### config.mk
export PLATFORM = sky130hd
export DESIGN_NAME = flag_unit
export DESIGN_NICKNAME = d
export VERILOG_FILES = /design/src/rtl/flag_unit.sv
export SDC_FILE = /design/constraint.sdc
export NUM_CORES = 1
export LEC_CHECK = 0
export CAP_MARGIN = 20
export CORE_AREA = 2 2 39 41
export CTS_CLUSTER_SIZE = 30
export DETAILED_ROUTE_END_ITERATION = 8
export DIE_AREA = 0 0 41 43
export PLACE_DENSITY = 0.74
export SLEW_MARGIN = 20
export SYNTH_ARGS = -nofsm -noshare
export SYNTH_HDL_FRONTEND = slang
export SYNTH_SLANG_ARGS = --single-unit
### constraint.sdc
create_clock -name clk -period 1 [get_ports clk]
set_clock_uncertainty 0.05 [all_clocks]
set_input_delay 0.1 -clock clk [delete_from_list [all_inputs] [get_ports clk]]
set_output_delay 0.1 -clock clk [all_outputs]
set_load 0.05 [all_outputs]
### src/rtl/flag_unit.sv
// flag_unit: registered Z/C/N/V flags with masked load, condition evaluation and a push/pop flag stack.
// Define FLAG_STACK_EN to build the stack, SP and sticky error flags; otherwise they read as 0.
module flag_unit #(
    parameter int DATA_W      = 8,
    parameter int STACK_DEPTH = 4
) (
    input  logic                               clk,
    input  logic                               rst,
    input  logic                               FI,
    input  logic [DATA_W-1:0]                  ALU_RES,
    input  logic                               ALU_C,
    input  logic                               ALU_V,
    input  logic [3:0]                         FMASK,
    input  logic                               FPUSH,
    input  logic                               FPOP,
    input  logic [2:0]                         COND,
    output logic                               FZ,
    output logic                               FC,
    output logic                               FN,
    output logic                               FV,
    output logic                               COND_TRUE,
    output logic [$clog2(STACK_DEPTH+1)-1:0]   SP,
    output logic                               STK_OVF,
    output logic                               STK_UNF
);
    localparam int SP_W = $clog2(STACK_DEPTH + 1);
    logic [3:0] flags, derived, loaded;
    logic [7:0] cond_vec;
    assign derived  = {ALU_V, ALU_RES[DATA_W-1], ALU_C, ALU_RES == '0};
    assign loaded   = FI ? (derived & FMASK) | (flags & ~FMASK) : flags;
    assign {FV, FN, FC, FZ} = flags;
    assign cond_vec = {FC & ~FZ, FV, FN, ~FC, FC, ~FZ, FZ, 1'b1};
    assign COND_TRUE = cond_vec[COND];
`ifdef FLAG_STACK_EN
    localparam int IDX_W = STACK_DEPTH > 1 ? $clog2(STACK_DEPTH) : 1;
    localparam logic [SP_W-1:0] SP_MAX = SP_W'(STACK_DEPTH);
    logic [3:0] stack [0:(1<<IDX_W)-1];
    logic [SP_W-1:0] sp;
    logic ovf, unf, push_only, pop_only, do_push, do_pop;
    logic [IDX_W-1:0] wr_idx, rd_idx;
    // simultaneous push and pop cancel out and raise no error
    assign push_only = FPUSH & ~FPOP;
    assign pop_only  = FPOP & ~FPUSH;
    assign do_push   = push_only & (sp != SP_MAX);
    assign do_pop    = pop_only & (sp != '0);
    assign wr_idx    = sp[IDX_W-1:0];
    assign rd_idx    = wr_idx - 1'b1;
    always_ff @(posedge clk) begin
        if (rst) begin
            flags <= '0;
            sp    <= '0;
            ovf   <= 1'b0;
            unf   <= 1'b0;
        end else begin
            flags <= do_pop ? stack[rd_idx] : loaded;
            sp    <= do_push ? sp + 1'b1 : do_pop ? sp - 1'b1 : sp;
            ovf   <= ovf | (push_only & (sp == SP_MAX));
            unf   <= unf | (pop_only & (sp == '0));
        end
    end
    always_ff @(posedge clk) begin
        if (!rst && do_push) stack[wr_idx] <= flags;
    end
    assign SP      = sp;
    assign STK_OVF = ovf;
    assign STK_UNF = unf;
`else
    logic unused_stack;
    assign unused_stack = FPUSH | FPOP;
    always_ff @(posedge clk) begin
        if (rst) flags <= '0;
        else flags <= loaded;
    end
    assign SP      = '0;
    assign STK_OVF = 1'b0;
    assign STK_UNF = 1'b0;
`endif
endmodule

# --- Yosys cells after proc, flatten, opt, wreduce, memory -nomap -nowiden ---
# Cells that the tools add are included.
word_totals:
  output_inout_bits: 10
  reg_bits: 4
  elab_cells: 12
classes:
  mux: 2
  reduce_logical: 1
  n_bitwise: 7
  n_lt_le_gt_ge: 1
ops:
  columns: ["cell", "count"]
  rows:
  - ["4-bit AND", 2]
  - ["8-bit logical NOT", 1]
  - ["3-bit by 4-bit < comparator with 1-bit output, second input constant", 1]
  - ["4-bit inverter", 1]
  - ["4-bit bitwise OR", 1]
  - ["1-bit binary-select mux with 3-bit select", 1]
  - ["1-bit inverter", 2]
  - ["1-bit AND", 1]
  - ["1-bit two-way mux", 1]

# --- Longest topological paths before layout ---
# Gate-level depths: netlist of the first run.
logic_depth:
  ltp_word: 4
  depth_mapped: 4
  ltp_nobuf: 3

# --- Worst setup path before layout of the first run ---
# No wires, ideal clock.
synth_path:
  path_type: "reg2out"
  start: "reg (tool-made name)"
  end: "out COND_TRUE"
  path_stages_with_launch: 4
  arrival_ns: 1.771
  setup_slack_ns: -0.921
  path_buffers: 0
  cell_sequence: "dfxtp_1 > nor2b_1 > o311a_1 > o21ai_1"
synth_rtl:
  columns: ["element", "line_no", "text"]
  rows:
  - ["end, declared", "21", "output logic COND_TRUE,"]

==> impl_metrics.csv, run 1 <==
group,metric,value,unit
place,detailed_place_hpwl,678,um
route,ant_nets,0,
timing,finalCritPeriodShare,1.47,
floorplan,core,1380,um2
route,vias,383,
floorplan,dieHeight,43,um
place,pre_cts_slack,-0.619,ns
cells_and_area,area_delta_synth_final,148,%
setup_path,cp_max_fo,4,
cts,numCtsBuffers,3,
place,placed_cells,82,
floorplan,start_util,0.200,
setup_path,crit_required,0.85,ns
power,vdd_drop_max,0.461,mV
grt,grt_pass1_wl,1340,um
cts,clk_path_buf_depth,2,
route,viasPerCell,4.45,
power,power_density,906,nW/um2
place,io_buffer_count,24,
power,power,0.620,mW
cts,clk_pin_slew,0.04,ns
grt,grt_pass1_vias,359,
cells_and_area,final_layout_size_suffix_gt1_frac,0.343,
cells_and_area,finalInstanceArea,684,um2
synth,synth-seq-cells,4,
cells_and_area,final_cell_mix,"clkdlybuf4s50_1 (17), nand2_1 (6), conb_1 (5), buf_4 (5)",
cts,tritoncts,"done",
route,drcViolationCount,0,
cts,cts_root_buf,"clkbuf_4",
timing,worst_slack,-0.468,ns
synth,syn_avg_cell_area,7.47,um2
cts,cts_hold_buffers,0,
synth,yosysTopAreaCell,"dfxtp_1",
synth,synth_cell_types,18,
synth,synth_cells,37,
cells_and_area,diodes,0,
floorplan,rows,14,
grt,grt_overflow,0,
setup_path,cp-end-kind,"output port",
timing,fmax,681,MHz
synth,ys_top_cells_by_area,"dfxtp_1 (29%), buf_4 (14%), nand2_1 (8.1%)",
timing,rsz0062_at_grt,"true",
grt,track_usage,0.115,
route,wire_per_inst,9.93,um
timing,drv_slew,0,
cts,clkSinkCount,4,
synth,yosysSeqAreaShare,0.290,
worst_hold_path,hold_class,"in2reg",
floorplan,die_x,41,um
setup_path,critPathArrivalTime,1.32,ns
cells_and_area,final_cell_count_no_fill,86,
timing,finalHoldViolCount,0,
cells_and_area,fin_nets,94,
place,post_dp_cell_area,621,um2
grt,grt_max_degree,6,
route,drt-total-wl,854,um
setup_path,reg2reg_slack,0.01,ns
cts,htree_num_levels,1,
setup_path,crit_chain,"nor2b_4 > o311a_1 > o21ai_4 > buf_6",
grt,antenna_found_initial,0,
timing,final.min_clock_period,1.47,ns
synth,synth_top_area_frac,0.290,
worst_hold_path,hold_start,"ALU_V",
outcome,status,"finished with violations",
setup_path,critical-path-max-stage-delay,0.34,ns
floorplan,ios,32,
cells_and_area,layout_commonest_cell,"clkdlybuf4s50_1",
setup_path,startpoint_type,"register",
setup_path,critPathSlowestCell,"dfxtp_4",
worst_hold_path,hold_depth,3,
setup_path,critPathKind,"reg2out",
place,gp_congestion,0.687,
floorplan,dieArea,1760,um2
power,power_leakage,0.277,nW
route,drt_iter0_drc,3,
cts,clk_latency,0.23,ns
route,drt_first_pass_iters,2,
synth,syn_area,277,um2
outcome,violations,"setup timing",
synth,yosys_warnings,0,
timing,final-setup-viol-count,2,
setup_path,r2r_cells,4,
job,drv_cap,0,
timing repair:
action                     in CTS  in global routing
pin swaps                       0                  2
setup endpoints to repair       2                  5
resized for setup               4                  7
buffers inserted                0                  1
worst max path at each step:
stage / from / to / slack (ns) / depth (start not counted)
2_1_floorplan: register / COND_TRUE / -0.32 / 3
3_3_place_gp: COND[1] / COND_TRUE / -0.57 / 6
3_5_place_dp: COND[1] / COND_TRUE / -0.62 / 6
4_1_cts: register / COND_TRUE / -0.47 / 4
5_1_grt: register / COND_TRUE / -0.51 / 4
6_report: register / COND_TRUE / -0.47 / 4
cells by family after synthesis:
group | synth area share
compound gates | 0.231
buf+inv | 0.154
flops | 0.290
other cells | 0.0136
simple gates | 0.312
worst max-delay path, delay by kind of cell (launching register included):
kind            cells  cell delay (ns)
simple gates        1             0.12
flops               1             0.34
compound gates      2             0.46
buf+inv             1             0.17
power breakdown:
group | total (mW) | switching [mW] | internal, mW
combinational | 0.255 | 0.126 | 0.129
sequential | 0.165 | 0.00399 | 0.161
clock | 0.200 | 0.0655 | 0.134
area by class of cell:
| cell class | instances | area (um2) |
|---|---|---|
| clock buffer | 3 | 22.5 |
| fill | 138 | 699 |
| multi-input combinational | 31 | 199 |
| sequential | 4 | 92.6 |
| tap | 16 | 20.0 |
| timing repair buffer | 32 | 350 |
cells in the mapped netlist:
master	number
dfxtp_1	4
a211oi_1	1
conb_1	1
buf_4	5
nand2_1	6
nand3_1	3
nor2_1	2
a21bo_1	1
a21oi_1	3
o311a_1	1
o21ai_1	1
nor4_1	2
buf_2	1
a21boi_0	1
a41oi_1	1
nor2b_1	2
nand4b_1	1
nand3b_1	1
metrics by stage:
stage	util	hold slack [ns]	setup TNS, ns
floorplan	-	0.109	-0.320
global placement	0.448	0.426	-0.941
detailed placement	0.448	0.432	-1.07
CTS	0.471	0.377	-0.485
global route	0.495	0.390	-0.661
finish	0.495	0.381	-0.565
per-layer routing:
| metal | global-route usage | wire length [um] | share of wire |
|---|---|---|---|
| met1 | 0.115 | 335 | 0.39 |
| met3 | 0.0314 | 75 | 0.088 |
| met4 | 0.0800 | 0 | 0 |
| met2 | 0.191 | 443 | 0.52 |
| met5 | 0 | 0 | 0 |
(Power assumes the default switching activity.)
==> run 2, diff against run 1 <==
- ABC_CLOCK_PERIOD_IN_PS: unset -> 1000
==> results of run 2 <==
No change in the layout: final DEF, timing and power equal those of run 1.
